--- src/rtl/exc_pkg.sv ---
// Shared types and constants for the exception/interrupt sequencer.
// Latency: n/a (types only).
// Backpressure: n/a.
//
// Contents: FSM state encoding, exception cause, syndrome codes and the
// default handler entry address.
package exc_pkg;

  typedef enum logic [2:0] {
    IDLE    = 3'd0,
    FLUSH   = 3'd1,
    VECTOR  = 3'd2,
    HANDLER = 3'd3,
    RETURN  = 3'd4
  } state_t;

  typedef enum logic {
    SYNC = 1'b0,
    IRQ  = 1'b1
  } cause_t;

  localparam logic [3:0] ESR_NONE  = 4'b0000;
  localparam logic [3:0] ESR_IRQ   = 4'b0001;
  localparam logic [3:0] ESR_INVOP = 4'b0010;

  localparam logic [63:0] EXC_VECTOR_DFLT = 64'hD8;

endpackage

--- src/rtl/exc_ctrl_sync_ff.sv ---
// Multi-flop synchroniser for a single asynchronous level.
// Latency: an input sampled at edge t appears on q_o after edge t+STAGES-1.
// Backpressure: none.
//
// Ports: clk_i (clock), rst_ni (async active-low reset), d_i (async input),
//        q_o (synchronised output).
module sync_ff #(
  parameter int STAGES = 2
) (
  input  logic clk_i,
  input  logic rst_ni,
  input  logic d_i,
  output logic q_o
);

  logic [STAGES-1:0] q_q;

  always_ff @(posedge clk_i or negedge rst_ni) begin
    if (!rst_ni) begin
      q_q <= '0;
    end else begin
      q_q <= {q_q[STAGES-2:0], d_i};
    end
  end

  assign q_o = q_q[STAGES-1];

endmodule

--- src/rtl/exc_ctrl.sv ---
// Exception/interrupt sequencer: picks invalid-opcode or ExtIRQ, flushes, vectors, returns on ERET.
// Latency: fault at edge k -> flush cycle k+1 -> redirect cycle k+2 -> handler fetch at edge k+3.
// Backpressure: none; inputs are ignored outside IDLE/HANDLER and all outputs are registered.
//
// Ports: CLOCK_50/reset (clock, async active-low reset); ExtIRQ (async IRQ level);
//        valid_i/invalid_op_i/eret_i/exc_pc_i (MEM-stage instruction info);
//        exc_flush_o/pc_redirect_o/redirect_addr_o (pipeline control);
//        elr_o/esr_o (link + syndrome); irq_ack_o, in_handler_o, double_fault_o (status).
module exc_ctrl
  import exc_pkg::*;
#(
  parameter int             N           = 64,
  parameter logic [N-1:0]   EXC_VECTOR  = N'(EXC_VECTOR_DFLT),
  parameter int             SYNC_STAGES = 2
) (
  input  logic         CLOCK_50,
  input  logic         reset,
  input  logic         ExtIRQ,
  input  logic         valid_i,
  input  logic         invalid_op_i,
  input  logic         eret_i,
  input  logic [N-1:0] exc_pc_i,
  output logic         exc_flush_o,
  output logic         pc_redirect_o,
  output logic [N-1:0] redirect_addr_o,
  output logic [N-1:0] elr_o,
  output logic [3:0]   esr_o,
  output logic         irq_ack_o,
  output logic         in_handler_o,
  output logic         double_fault_o
);

  state_t       state_q;
  cause_t       cause_q;
  logic         irq_sync;
  logic         irq_sync_last_q;
  logic         irq_pending_q;
  logic         irq_pending_d;
  logic         flush_q;
  logic         redirect_q;
  logic [N-1:0] redirect_addr_q;
  logic [N-1:0] elr_q;
  logic [3:0]   esr_q;
  logic         ack_q;
  logic         in_handler_q;
  logic         dfault_q;

  sync_ff #(.STAGES(SYNC_STAGES)) u_irq_sync (
    .clk_i  (CLOCK_50),
    .rst_ni (reset),
    .d_i    (ExtIRQ),
    .q_o    (irq_sync)
  );

  // Pending is set on the synchronised rising edge rather than the level:
  // the device drops ExtIRQ only after seeing irq_ack_o, so the old level is
  // still travelling through the synchroniser after the IRQ has been taken
  // and must not re-arm the request. A new edge wins over the clear.
  assign irq_pending_d = (irq_sync & ~irq_sync_last_q) |
                         (irq_pending_q & ~((state_q == FLUSH) && (cause_q == IRQ)));

  always_ff @(posedge CLOCK_50 or negedge reset) begin
    if (!reset) begin
      irq_sync_last_q <= 1'b0;
      irq_pending_q   <= 1'b0;
    end else begin
      irq_sync_last_q <= irq_sync;
      irq_pending_q   <= irq_pending_d;
    end
  end

  // Sequencer FSM. Outputs are registered alongside the state transition so
  // each output reflects the state being entered.
  always_ff @(posedge CLOCK_50 or negedge reset) begin
    if (!reset) begin
      state_q         <= IDLE;
      cause_q         <= SYNC;
      flush_q         <= 1'b0;
      redirect_q      <= 1'b0;
      redirect_addr_q <= '0;
      elr_q           <= '0;
      esr_q           <= ESR_NONE;
      ack_q           <= 1'b0;
      in_handler_q    <= 1'b0;
      dfault_q        <= 1'b0;
    end else begin
      flush_q         <= 1'b0;
      redirect_q      <= 1'b0;
      redirect_addr_q <= '0;
      ack_q           <= 1'b0;
      in_handler_q    <= 1'b0;
      case (state_q)
        IDLE: begin
          if (valid_i && invalid_op_i) begin
            state_q <= FLUSH;
            cause_q <= SYNC;
            elr_q   <= exc_pc_i;
            esr_q   <= ESR_INVOP;
            flush_q <= 1'b1;
          end else if (valid_i && irq_pending_q) begin
            // The MEM instruction has not committed; it re-executes after ERET.
            state_q <= FLUSH;
            cause_q <= IRQ;
            elr_q   <= exc_pc_i;
            esr_q   <= ESR_IRQ;
            flush_q <= 1'b1;
            ack_q   <= 1'b1;
          end
        end
        FLUSH: begin
          state_q         <= VECTOR;
          flush_q         <= 1'b1;
          redirect_q      <= 1'b1;
          redirect_addr_q <= EXC_VECTOR;
        end
        VECTOR: begin
          state_q      <= HANDLER;
          in_handler_q <= 1'b1;
        end
        HANDLER: begin
          if (valid_i && eret_i) begin
            state_q         <= RETURN;
            flush_q         <= 1'b1;
            redirect_q      <= 1'b1;
            redirect_addr_q <= elr_q;
          end else begin
            in_handler_q <= 1'b1;
            if (valid_i && invalid_op_i) begin
              dfault_q <= 1'b1;
            end
          end
        end
        RETURN: begin
          state_q <= IDLE;
          esr_q   <= ESR_NONE;
        end
        default: begin
          state_q <= IDLE;
        end
      endcase
    end
  end

  assign exc_flush_o     = flush_q;
  assign pc_redirect_o   = redirect_q;
  assign redirect_addr_o = redirect_addr_q;
  assign elr_o           = elr_q;
  assign esr_o           = esr_q;
  assign irq_ack_o       = ack_q;
  assign in_handler_o    = in_handler_q;
  assign double_fault_o  = dfault_q;

endmodule
--- config.mk ---
export PLATFORM = sky130hd
export DESIGN_NAME = exc_ctrl
export DESIGN_NICKNAME = d
export VERILOG_FILES = /design/src/rtl/exc_pkg.sv /design/src/rtl/exc_ctrl_sync_ff.sv /design/src/rtl/exc_ctrl.sv
export SDC_FILE = /design/constraint.sdc
export NUM_CORES = 1
export LEC_CHECK = 0
export BUFFER_PORTS_ARGS = -buffer_cell sky130_fd_sc_hd__buf_4
export CELL_PAD_IN_SITES_DETAIL_PLACEMENT = 1
export CELL_PAD_IN_SITES_GLOBAL_PLACEMENT = 1
export CORE_UTILIZATION = 35
export CTS_CLUSTER_SIZE = 30
export DETAILED_ROUTE_END_ITERATION = 7
export PLACE_DENSITY = 0.84
export SKIP_LAST_GASP = 1
export SYNTH_ARGS = -nofsm -noshare
export SYNTH_HDL_FRONTEND = slang
export SYNTH_SLANG_ARGS = --single-unit
--- constraint.sdc ---
create_clock -name CLOCK_50 -period 1.8 [get_ports CLOCK_50]
set_input_delay 0.36 -clock CLOCK_50 [delete_from_list [all_inputs] [get_ports CLOCK_50]]
set_output_delay 0.36 -clock CLOCK_50 [all_outputs]
set_load 0.01 [all_outputs]
# Word level (Yosys, flattened, before mapping)
# Cells that the tools add are included.
dict set report totals {
  ff_bits 145
  inputBits 70
}
dict set report classes {
  eq_ne 6
  muxes 22
  bitwise 6
  n_reduce_logical 11
}
# op n
set ops {}
lappend ops {{2-to-1 mux 64 bit} 3}
lappend ops {{one-hot mux 64 bit (2 select lines)} 1}
lappend ops {{one-hot mux 3 bit (4 select lines)} 1}
lappend ops {{2-to-1 mux 3 bit} 3}
lappend ops {{2-to-1 mux 1 bit} 8}
lappend ops {{2-to-1 mux 4 bit} 2}
lappend ops {{one-hot mux 4 bit (2 select lines)} 1}
lappend ops {{equality test 3 x 2 -> 1 bit, second input constant} 2}
lappend ops {{AND reduction 2 bit} 3}
lappend ops {{logical AND 1 bit} 4}
lappend ops {{one-hot mux 1 bit (2 select lines)} 2}
lappend ops {{nonzero test 2 bit} 2}
lappend ops {{equality test 3 x 1 -> 1 bit, second input constant} 1}
lappend ops {{equality test 3 bit, second input constant} 1}
lappend ops {{zero test 3 bit} 1}
lappend ops {{!= test 3 bit, second input constant} 1}
lappend ops {{NOT 1 bit} 3}
lappend ops {{one-hot mux 1 bit (3 select lines)} 1}
lappend ops {{AND reduction 3 bit} 1}
lappend ops {{bitwise AND 1 bit} 2}
lappend ops {{!= test 2 bit, second input constant} 1}
lappend ops {{OR 1 bit} 1}

# Logic depth before layout (Yosys ltp)
# Gate-level depths: netlist (run 1).
dict set report depth {
  ltp_word 5
  depth_mapped 5
}

# Modules after synthesis
# Synthesis (run 1) repeated with hierarchy kept, for this count alone.
dict set report hier_totals {
  hier_cells 321
  hier_area_um2 5041.1
}
# module instances cells_each area_per_inst_um2 seq_area_each_um2
set modules_own_cells {}
lappend modules_own_cells {exc_ctrl 1 319 4991.0 3528.4}
lappend modules_own_cells {sync_ff 1 2 50.0 50.0}

# Worst setup path before layout (run 1)
# Ideal clock, no wire load.
dict set report synth_timing {
  path_kind {register -> register}
  start {register state_q[2]}
  end {register elr_q[14], in the netlist elr_o[14]}
  setup_ns 0.125
  arrival_ns 1.687
  setup_slack_ns -0.013
  stages_incl_launch_ff 6
  path_buffers 2
  period_less_slack_ns 1.813
  path_cell_list {dfrtp_1 > or4b_4 > nor2_4 > buf_12 > buf_12 > mux2_4}
}
dict set report synth_via {
  elab_chain_cells 2
}
# item line_no
set synth_lines {}
lappend synth_lines {{from (decl)} exc_ctrl.sv:33} ;# state_t state_q;
lappend synth_lines {{from (signal assigned)} exc_ctrl.sv:76} ;# state_q <= IDLE;
lappend synth_lines {{from (signal assigned)} exc_ctrl.sv:95} ;# state_q <= FLUSH;
lappend synth_lines {{from (signal assigned)} exc_ctrl.sv:102} ;# state_q <= FLUSH;
lappend synth_lines {{zero test 3 bit} exc_ctrl.sv:92} ;# case (state_q)
lappend synth_lines {{AND reduction 2 bit (no line)} -}
lappend synth_lines {{to (signal assigned)} exc_ctrl.sv:97} ;# elr_q <= exc_pc_i;
lappend synth_lines {{to (signal assigned)} exc_ctrl.sv:104} ;# elr_q <= exc_pc_i;
lappend synth_lines {{to (decl)} exc_ctrl.sv:42} ;# logic [N-1:0] elr_q;
# Every way passes these cells.
# A chain may end at the register's enable or synchronous reset.

# Worst setup path after layout (run 1)
dict set report layout_timing {
  start {register state_q[2]}
  end {register elr_q[32], in the netlist elr_o[32]}
}
# The elaborated chain is that of the path after synthesis.

==> metrics.yaml, run 1 <==
cap_violations: 0
setup-violations-final: 52
slew_headroom_pct: 60.87
clk_pin_slew_worst_paths_ns: 0.06
worst_slew_pin_slew_ns: 0.5870
critPathKind: "register to register"
num_vias: 3579
gr-total-overflow: 0
syn-instance-count: 326
synth-main-ff-cell: "dfrtp_1"
fin_ws_ns: -0.06045
violations: "design-rule violations, negative setup slack"
vias_per_cell: 4.817
synthTopCellsByCount: "dfrtp_1 (143), and3_1 (61), mux2_4 (49)"
seq_area_frac_synth_pct: 67.69
yosys-top-cells-area: "dfrtp_1 (68%), mux2_4 (14%), and3_1 (7.2%)"
cts.sinks: 143
io_buffers: 204
tns_ns: -1.199
hold_slack_ns: 0.04933
r2r_setup_slack_ns: -0.06
synth_simple_gate_area_share_pct: 9.089
r2r_cells: 5
crit_slowest_cell: "or4b_4"
drive_gt1_share_pct: 58.32
cts-root-buf: "clkbuf_16"
clk_latency_ns: 0.42
arrival_ns: 2.16
synth_top_family_by_area: "multiplexers"
skew_ns: 0.009138
worstPathMaxFanout: 8
p_total_mw: 12.99
ys_ff_latch: 143
synth_compound_area_share_pct: 2.059
drc: 30
async_flop_share_pct: 100.0
place.gp.congestion: 0.7353
synthXorXnorAreaFrac_pct: 0
end_kind: "register"
rows: 44
path_cells: "or4b_4 > nor2_4 > buf_4 > clkbuf_16 > mux2_4"
drt-total-wl_mm: 14.78
syn2layout_area_growth_pct: 45.80
die-area_sq_mm: 0.01560
cts_tree: "done"
finalCriticalPeriod_ns: 1.860
p_per_area_mw_per_mm2: 1686
wl_per_cell_microns: 19.90
worst_setup_path_start_kind: "register"
first_pass_iters: 6
antenna_found_initial: 0
slowest_delay_ns: 0.56
die_width_microns: 124.9
hold_violations: 0
fmax_mhz: 537.5
cts_max_path_buffers: 2
final_max_slew_viol_count: 0
syn_area_per_cell_sq_um: 16.22
yosysTopAreaCellShare_pct: 67.69
timing.final.crit_share_pct: 103.4
dp_hpwl_mm: 9.696
antennaDiodeCount: 0
fillers: 1485
core_area_sq_mm: 0.01464
synthMuxAreaShare_pct: 17.11
yosysWarnings: 0
syn_area_sq_mm: 0.005286
synth_top_cell_by_area: "dfrtp_1"
drtAntennaViolNets: 0
initial_utilization_pct: 36.10
hold_depth: 1
hold_class: "input port to register"
cts_made_buffers: 17
grt_pass1_vias: 3998
yosysMostFrequentCell: "dfrtp_1"
grt_pass1_wl_mm: 23.12
outcome: "finished with violations"
dp_slack_ns: -0.09368
synth_edf_count: 0
drtIter0Drc: 177
htreeDepth: 4
p_leak_nw: 4.166
required_ns: 2.10
peakVddDrop_uv: 657.3
yosysUniqueCellTypes: 27
io_pins: 207
synth_adder_area_share_pct: 0
rsz0062_at_grt: "yes"
grt_max_degree: 62
grtUsageTotal_pct: 19.73
fin_nets: 616
die_h_microns: 124.9
metrics by stage:
step | utilization [%] | std cells | instance area [sq um]
floorplan | - | 327 | 5290
global placement | 47.94 | 706 | 7020
detailed placement | 47.94 | 706 | 7020
CTS | 52.43 | 742 | 7677
global route | 52.63 | 743 | 7707
finish | 52.63 | 743 | 7707
timing repair:
action | 4_1_cts | 5_1_grt
endpoints found under the hold margin | 36 | 0
resized for setup | 1 | 1
pin swaps | 0 | 0
setup endpoints to repair | 64 | 65
hold buffers | 1 | 0
cloned | 1 | 1
buffers inserted | 2 | 0
critical path: cells and delay by family, from the launching register on:
kind                   cells  cell delay, ns
and+or+nand+nor            2            0.70
DFF                        1            0.37
buffers and inverters      2            0.37
muxes                      1            0.30
registers in the layout, indices dropped and copies added (netlist names):
| name | cells |
|---|---|
| pc_redirect_o | 1 |
| u_irq_sync.q_q | 2 |
| esr_o | 2 |
| elr_o | 64 |
| in_handler_o | 1 |
| state_q | 3 |
| exc_flush_o | 1 |
| irq_sync_last_q | 1 |
| double_fault_o | 1 |
| cause_q | 1 |
| irq_pending_q | 1 |
| irq_ack_o | 1 |
| redirect_addr_o | 64 |
layer usage:
layer / share of wire, % / track usage (%)
met1: 39 / 23.01
met5: 0 / 0
met4: 1.8 / 7.102
met3: 6.5 / 6.615
met2: 53 / 33.81
report_power, final:
part	switching (mW)	total [mW]	leakage, nW	internal, mW
combinational	1.79	4.39	2.05	2.60
clock	1.34	3.56	0.291	2.22
sequential	0.784	5.05	1.83	4.26
total	3.91	13.0	4.17	9.08
cell families after synthesis:
logic type | count (synthesis)
flip-flops | 143
AND/OR/NAND/NOR | 76
multiplexers | 64
buffers and inverters | 27
AO/OA/AOI/OAI | 15
other | 1
path summary, 6_finish.rpt:
path / from / to
min in group asynchronous: reset / redirect_addr_o[15]
hold reg to reg: u_irq_sync.q_q[0] / u_irq_sync.q_q[1]
setup reg to reg: state_q[2] / elr_o[32]
hold / removal: ExtIRQ / u_irq_sync.q_q[0]
setup / recovery: state_q[2] / elr_o[32]
max in group asynchronous: reset / redirect_addr_o[23]
final cells by class:
| class | instances | area (sq um) | area share (%) |
|---|---|---|---|
| Clock buffer | 23 | 498.0 | 6.461 |
| Clock inverter | 9 | 106.4 | 1.380 |
| Inverter | 3 | 11.26 | 0.1461 |
| Multi-Input combinational cell | 157 | 1508 | 19.56 |
| Sequential cell | 143 | 3578 | 46.43 |
| Tap cell | 184 | 230.2 | 2.987 |
| Timing Repair Buffer | 224 | 1775 | 23.04 |
layout by cell type, fill, tap and decap left out, drive strengths merged, types with 3 or more instances in the layout:
master      n
nand2       3
clkbuf     24
o21ai       3
and3       61
a21o        5
buf       222
dfrtp     143
nor2        3
mux2       64
clkinv      4
clkinvlp    3
inv         3
Power figures use the tool's default switching activity.
==> inputs of run 2 (changes only) <==
CELL_PAD_IN_SITES_GLOBAL_PLACEMENT = 2   (was 1)
CORE_UTILIZATION = 29   (was 35)
==> run 2 against run 1 <==
The flow finishes with violations (negative setup slack). Sequential share of layout area down 1.5 points. Die area increased by 20%. Critical path type unchanged. First-iteration DRC count shrank 66%.
==> metrics.yaml, run 2 (same netlist as run 1, synthesis figures left out) <==
finalCriticalPeriod_ns: 1.887  # +0.02621 ns
p_int_mw: 9.229  # +1.7%
core_area_sq_mm: 0.01790  # +22%
drt-total-wl_mm: 14.64  # -0.99%
fillers: 1858  # +25%
initial_utilization_pct: 29.53  # -6.6 points
fin_ws_ns: -0.08665  # -0.02621 ns
worst_setup_path_start_kind: "register"
cts_max_path_buffers: 2  # unchanged
grt_pass1_wl_mm: 20.78  # -10%
rows: 49  # +11%
p_leak_nw: 4.269  # +2.5%
die-area_sq_mm: 0.01877  # +20%
rsz0062_at_grt: "yes"
worstPathMaxFanout: 9  # +1
drtAntennaViolNets: 0  # unchanged
hold_slack_ns: 0.04756  # -0.001765 ns
setup-violations-final: 64  # +23%
comb_power_share_pct: 35.1  # +1.3 points
die_h_microns: 137.0  # +9.7%
gr-total-overflow: 0  # unchanged
cts-root-buf: "clkbuf_16"
grt_pass1_vias: 3691  # -7.7%
slowest_delay_ns: 0.56  # about the same
peakVddDrop_uv: 752.5  # +14%
io_pins: 207  # unchanged
fmax_mhz: 530.0  # -1.4%
critPathKind: "register to register"
num_vias: 3519  # -1.7%
cap_violations: 0  # unchanged
power_frac_clock_pct: 26.6  # -0.8 points
drc: 0  # -100%
p_per_area_mw_per_mm2: 1645  # -2.4%
outcome: "finished with violations"
switching_power_mw: 3.868  # -1.2%
dp_slack_ns: -0.1168  # -0.02316 ns
clk_pin_slew_worst_paths_ns: 0.06  # about the same
path_cells: "or4b_4 > nor2_4 > buf_12 > clkbuf_16 > mux2_4"
wl_per_cell_microns: 18.41  # -7.5%
arrival_ns: 2.18  # +0.02 ns
vias_per_cell: 4.426  # -8.1%
cts.sinks: 143  # unchanged
p_seq_share_pct: 38.4  # -0.4 points
grtUsageTotal_pct: 15.07  # -4.7 points
tns_ns: -3.527  # -2.329 ns
p_total_mw: 13.10  # +0.80%
fin_nets: 623  # +1.1%
final_common_cell: "buf_4"
timing.final.crit_share_pct: 104.8  # +1.5 points
end_kind: "register"
clk_latency_ns: 0.42  # about the same
die_width_microns: 137.0  # +9.7%
grt_max_degree: 62  # unchanged
hold_class: "input port to register"
drive_gt1_share_pct: 58.30  # about the same
io_buffers: 204  # unchanged
syn2layout_area_growth_pct: 50.60
htreeDepth: 4  # unchanged
antennaDiodeCount: 0  # unchanged
required_ns: 2.10  # about the same
netSwitchingFraction_pct: 29.54  # -0.59 points
drtIter0Drc: 60  # -66%
antenna_found_initial: 0  # unchanged
dp_hpwl_mm: 9.461  # -2.4%
hold_violations: 0  # unchanged
skew_ns: 0.006980  # -0.002158 ns
crit_slowest_cell: "or4b_4"
violations: "negative setup slack"
final_max_slew_viol_count: 0  # unchanged
first_pass_iters: 4  # -2
place.gp.congestion: 0.7763  # +5.6%
most-common-layout-cells: "buf_4 (215), dfrtp_1 (143), mux2_4 (63), and3_1 (61), clkbuf_16 (21)"
cts_made_buffers: 17  # unchanged
cts_tree: "done"
## run 2: final timing paths
kind | from | endpoint | slack, ns | cells past startpoint
worst max register to register | state_q[0] | elr_o[34] | -0.09 | 5
worst min register to register | u_irq_sync.q_q[0] | u_irq_sync.q_q[1] | 0.35 | 0
worst max-delay path | state_q[0] | elr_o[34] | -0.09 | 5
max in group asynchronous | reset | elr_o[23] | 0.76 | 3
worst min-delay path | ExtIRQ | u_irq_sync.q_q[0] | 0.05 | 1
min in group asynchronous | reset | elr_o[15] | 0.43 | 2
## run 2: area by class of cell
class / count / area (sq um) / share of cell area [%]
clock buffers: 23 / 478.0 / 6.003
clock inverters: 9 / 107.6 / 1.352
inverters: 3 / 11.26 / 0.1414
multi-input cells: 157 / 1555 / 19.53
flip-flops and latches: 143 / 3578 / 44.95
well taps: 229 / 286.5 / 3.599
repair buffers: 231 / 1944 / 24.42
## run 2: what timing repair did
| item | in CTS | in global routing |
|---|---|---|
| endpoints found under the setup margin | 64 | 96 |
| hold buffers | 1 | 0 |
| pin swaps | 0 | 2 |
| setup buffers | 3 | 3 |
| resized for setup | 2 | 18 |
| cloned | 2 | 5 |
| hold endpoints to repair | 37 | 0 |
## run 2: per-stage QoR
step                      instance area [sq um]  utilization [%]  instances
final                                      7961            44.47        795
after global routing                       7961            44.47        795
after CTS                                  7767            43.39        788
after detailed placement                   7069            39.49        750
after global placement                     7069            39.49        750
after floorplan                            5290                -        327
## run 2: worst max-delay path: cells and delay by family (launching register included)
family                 cells  cell delay [ns]
buffers and inverters      2             0.34
multiplexers               1             0.30
AND/OR/NAND/NOR            2             0.74
flip-flops                 1             0.38
## run 2: power by group through the flow
stage / clock network, mW / registers, mW / logic, mW
after floorplan: 0 / 5.37 / 1.70
after global placement: 0 / 4.99 / 4.19
after detailed placement: 0 / 5.06 / 4.29
final: 3.48 / 5.03 / 4.59
after CTS: 3.58 / 5.03 / 4.40
after global routing: 3.73 / 5.15 / 4.92
## run 2: routing by layer
layer  wire (microns)  vias to the layer above  GRT usage, %  share of wire [%]
li1                 -                     1585             -                  -
met1             6099                     1795         18.61                 42
met2             7380                      126         24.10                 50
met3             1006                       13         5.519                6.9
met5                0                        -             0                  0
met4              153                        0         5.311                1.0
==> inputs of run 3 (changes only) <==
SETUP_SLACK_MARGIN = 0.02   (was not set)
==> run 3 against run 2 <==
Cell count did not move. Core utilization did not move. Largest power group unchanged. Register-to-register slack barely moved. Sequential share of layout area did not move. Worst hold slack improved by 0.00068 ns. Power barely moved. Non-clock buffer count did not move. Clock skew barely moved. The run still ends with negative setup slack left. Die area did not move. Worst setup slack improved by 0.0039 ns. Fmax rose by 0.21%.
==> metrics.yaml, run 3 (same netlist as run 1, synthesis figures left out) <==
htreeDepth: 4  # unchanged
cts_tree: "done"
tns_ns: -3.311  # +0.2167 ns
hold_violations: 0  # unchanged
drtAntennaViolNets: 0  # unchanged
fin_nets: 623  # unchanged
fin_ws_ns: -0.08274  # +0.003906 ns
place.gp.congestion: 0.7763  # unchanged
hold_depth: 1  # unchanged
required_ns: 2.09  # about the same
cts.sinks: 143  # unchanged
most-common-layout-cells: "buf_4 (215), dfrtp_1 (143), mux2_4 (63), and3_1 (61), clkbuf_16 (21)"
syn2layout_area_growth_pct: 50.60  # unchanged
io_pins: 207  # unchanged
dp_hpwl_mm: 9.461  # unchanged
fillers: 1858  # unchanged
final_max_slew_viol_count: 0  # unchanged
worstPathMaxFanout: 9  # unchanged
cts_max_path_buffers: 2  # unchanged
outcome: "finished with violations"
timing.final.crit_share_pct: 104.6  # -0.22 points
grt_pass1_wl_mm: 20.80  # +0.13%
peakVddDrop_uv: 752.4  # about the same
utilization_pct: 44.47  # unchanged
rows: 49  # unchanged
clk_latency_ns: 0.42  # about the same
p_total_mw: 13.10  # about the same
cap_violations: 0  # unchanged
die_width_microns: 137.0  # unchanged
wl_met1_mm: 6.075  # -0.39%
dp_slack_ns: -0.1168  # unchanged
setup-violations-final: 64  # unchanged
final_common_cell: "buf_4"
clk_pin_slew_worst_paths_ns: 0.06  # about the same
end_kind: "register"
vias_per_cell: 4.450  # +0.54%
die_h_microns: 137.0  # unchanged
rsz0062_at_grt: "yes"
drtIter0Drc: 64  # +6.7%
wl_per_cell_microns: 18.41  # about the same
finalCriticalPeriod_ns: 1.883  # -0.003906 ns
antennaDiodeCount: 0  # unchanged
initial_utilization_pct: 29.53  # unchanged
grt_pass1_vias: 3701  # +0.27%
wl_met2_mm: 7.404  # +0.33%
num_vias: 3538  # +0.54%
r2r_cells: 5  # unchanged
cts-root-buf: "clkbuf_16"
drc: 0  # unchanged
drive_gt1_share_pct: 58.30  # unchanged
skew_ns: 0.006685  # -0.0002948 ns
p_leak_nw: 4.269  # unchanged
drt-total-wl_mm: 14.64  # about the same
gr-total-overflow: 0  # unchanged
core_area_sq_mm: 0.01790  # unchanged
cts_made_buffers: 17  # unchanged
p_per_area_mw_per_mm2: 1645  # about the same
grtUsageTotal_pct: 15.09  # +0.024 points
io_buffers: 204  # unchanged
worst_setup_path_start_kind: "register"
path_cells: "or4b_4 > nor2_4 > buf_12 > clkbuf_16 > mux2_4"
crit_slowest_cell: "or4b_4"
slowest_delay_ns: 0.55  # about the same
route.met3.wl_mm: 1.006  # unchanged
hold_class: "input port to register"
arrival_ns: 2.18  # about the same
die-area_sq_mm: 0.01877  # unchanged
fmax_mhz: 531.1  # +0.21%
critPathKind: "register to register"
routed.top_layer: "met4"
violations: "negative setup slack"
first_pass_iters: 4  # unchanged
antenna_found_initial: 0  # unchanged
grt_max_degree: 62  # unchanged
==> run 3: layout make-up <==
cell class,instances,area [sq um],area share [%]
sequential,143,3578,44.95
timing repair buffer,231,1944,24.42
multi-input combinational,157,1555,19.53
clock buffer,23,478.0,6.003
tap,229,286.5,3.599
clock inverter,9,107.6,1.352
inverter,3,11.26,0.1414
==> run 3: worst paths after layout <==
| check | startpoint | endpoint | slack [ns] |
|---|---|---|---|
| max in group asynchronous | reset | elr_o[23] | 0.76 |
| worst min-delay path | ExtIRQ | u_irq_sync.q_q[0] | 0.05 |
| worst max-delay path | state_q[0] | elr_o[34] | -0.08 |
| worst min register to register | u_irq_sync.q_q[0] | u_irq_sync.q_q[1] | 0.35 |
| min in group asynchronous | reset | elr_o[15] | 0.43 |
| worst max register to register | state_q[0] | elr_o[34] | -0.08 |
==> run 3: critical path, delay by kind of cell (launching register included) <==
kind / cells / cell delay [ns]
and+or+nand+nor: 2 / 0.73
muxes: 1 / 0.30
buffers and inverters: 2 / 0.34
DFF: 1 / 0.38
==> run 3: timing repair <==
action                     4_1_cts  5_1_grt
setup endpoints to repair       64      116
pin swaps                        0        2
hold endpoints to repair        37        0
hold buffers                     1        0
setup buffers                    4        2
resized for setup                2       18
cloned                           2        5
==> run 3: per-layer routing <==
layer / up-vias / track usage (%)
met2: 127 / 24.24
met4: 0 / 5.311
met5: - / 0
met3: 14 / 5.519
met1: 1812 / 18.56
li1: 1585 / -
==> run 3: power by group <==
| group | internal, mW | leakage [nW] | switching [mW] | total, mW |
|---|---|---|---|---|
| sequential | 4.26 | 1.83 | 0.765 | 5.03 |
| clock | 2.15 | 0.284 | 1.33 | 3.48 |
| combinational | 2.82 | 2.16 | 1.78 | 4.59 |
==> run 3: through the flow <==
step	instance area (sq um)	cells	hold WS [ns]
2_1_floorplan	5290	327	0.06441
3_3_place_gp	7069	750	0.2946
3_5_place_dp	7069	750	0.3077
4_1_cts	7775	789	0.02375
5_1_grt	7961	795	0.02203
6_report	7961	795	0.04824
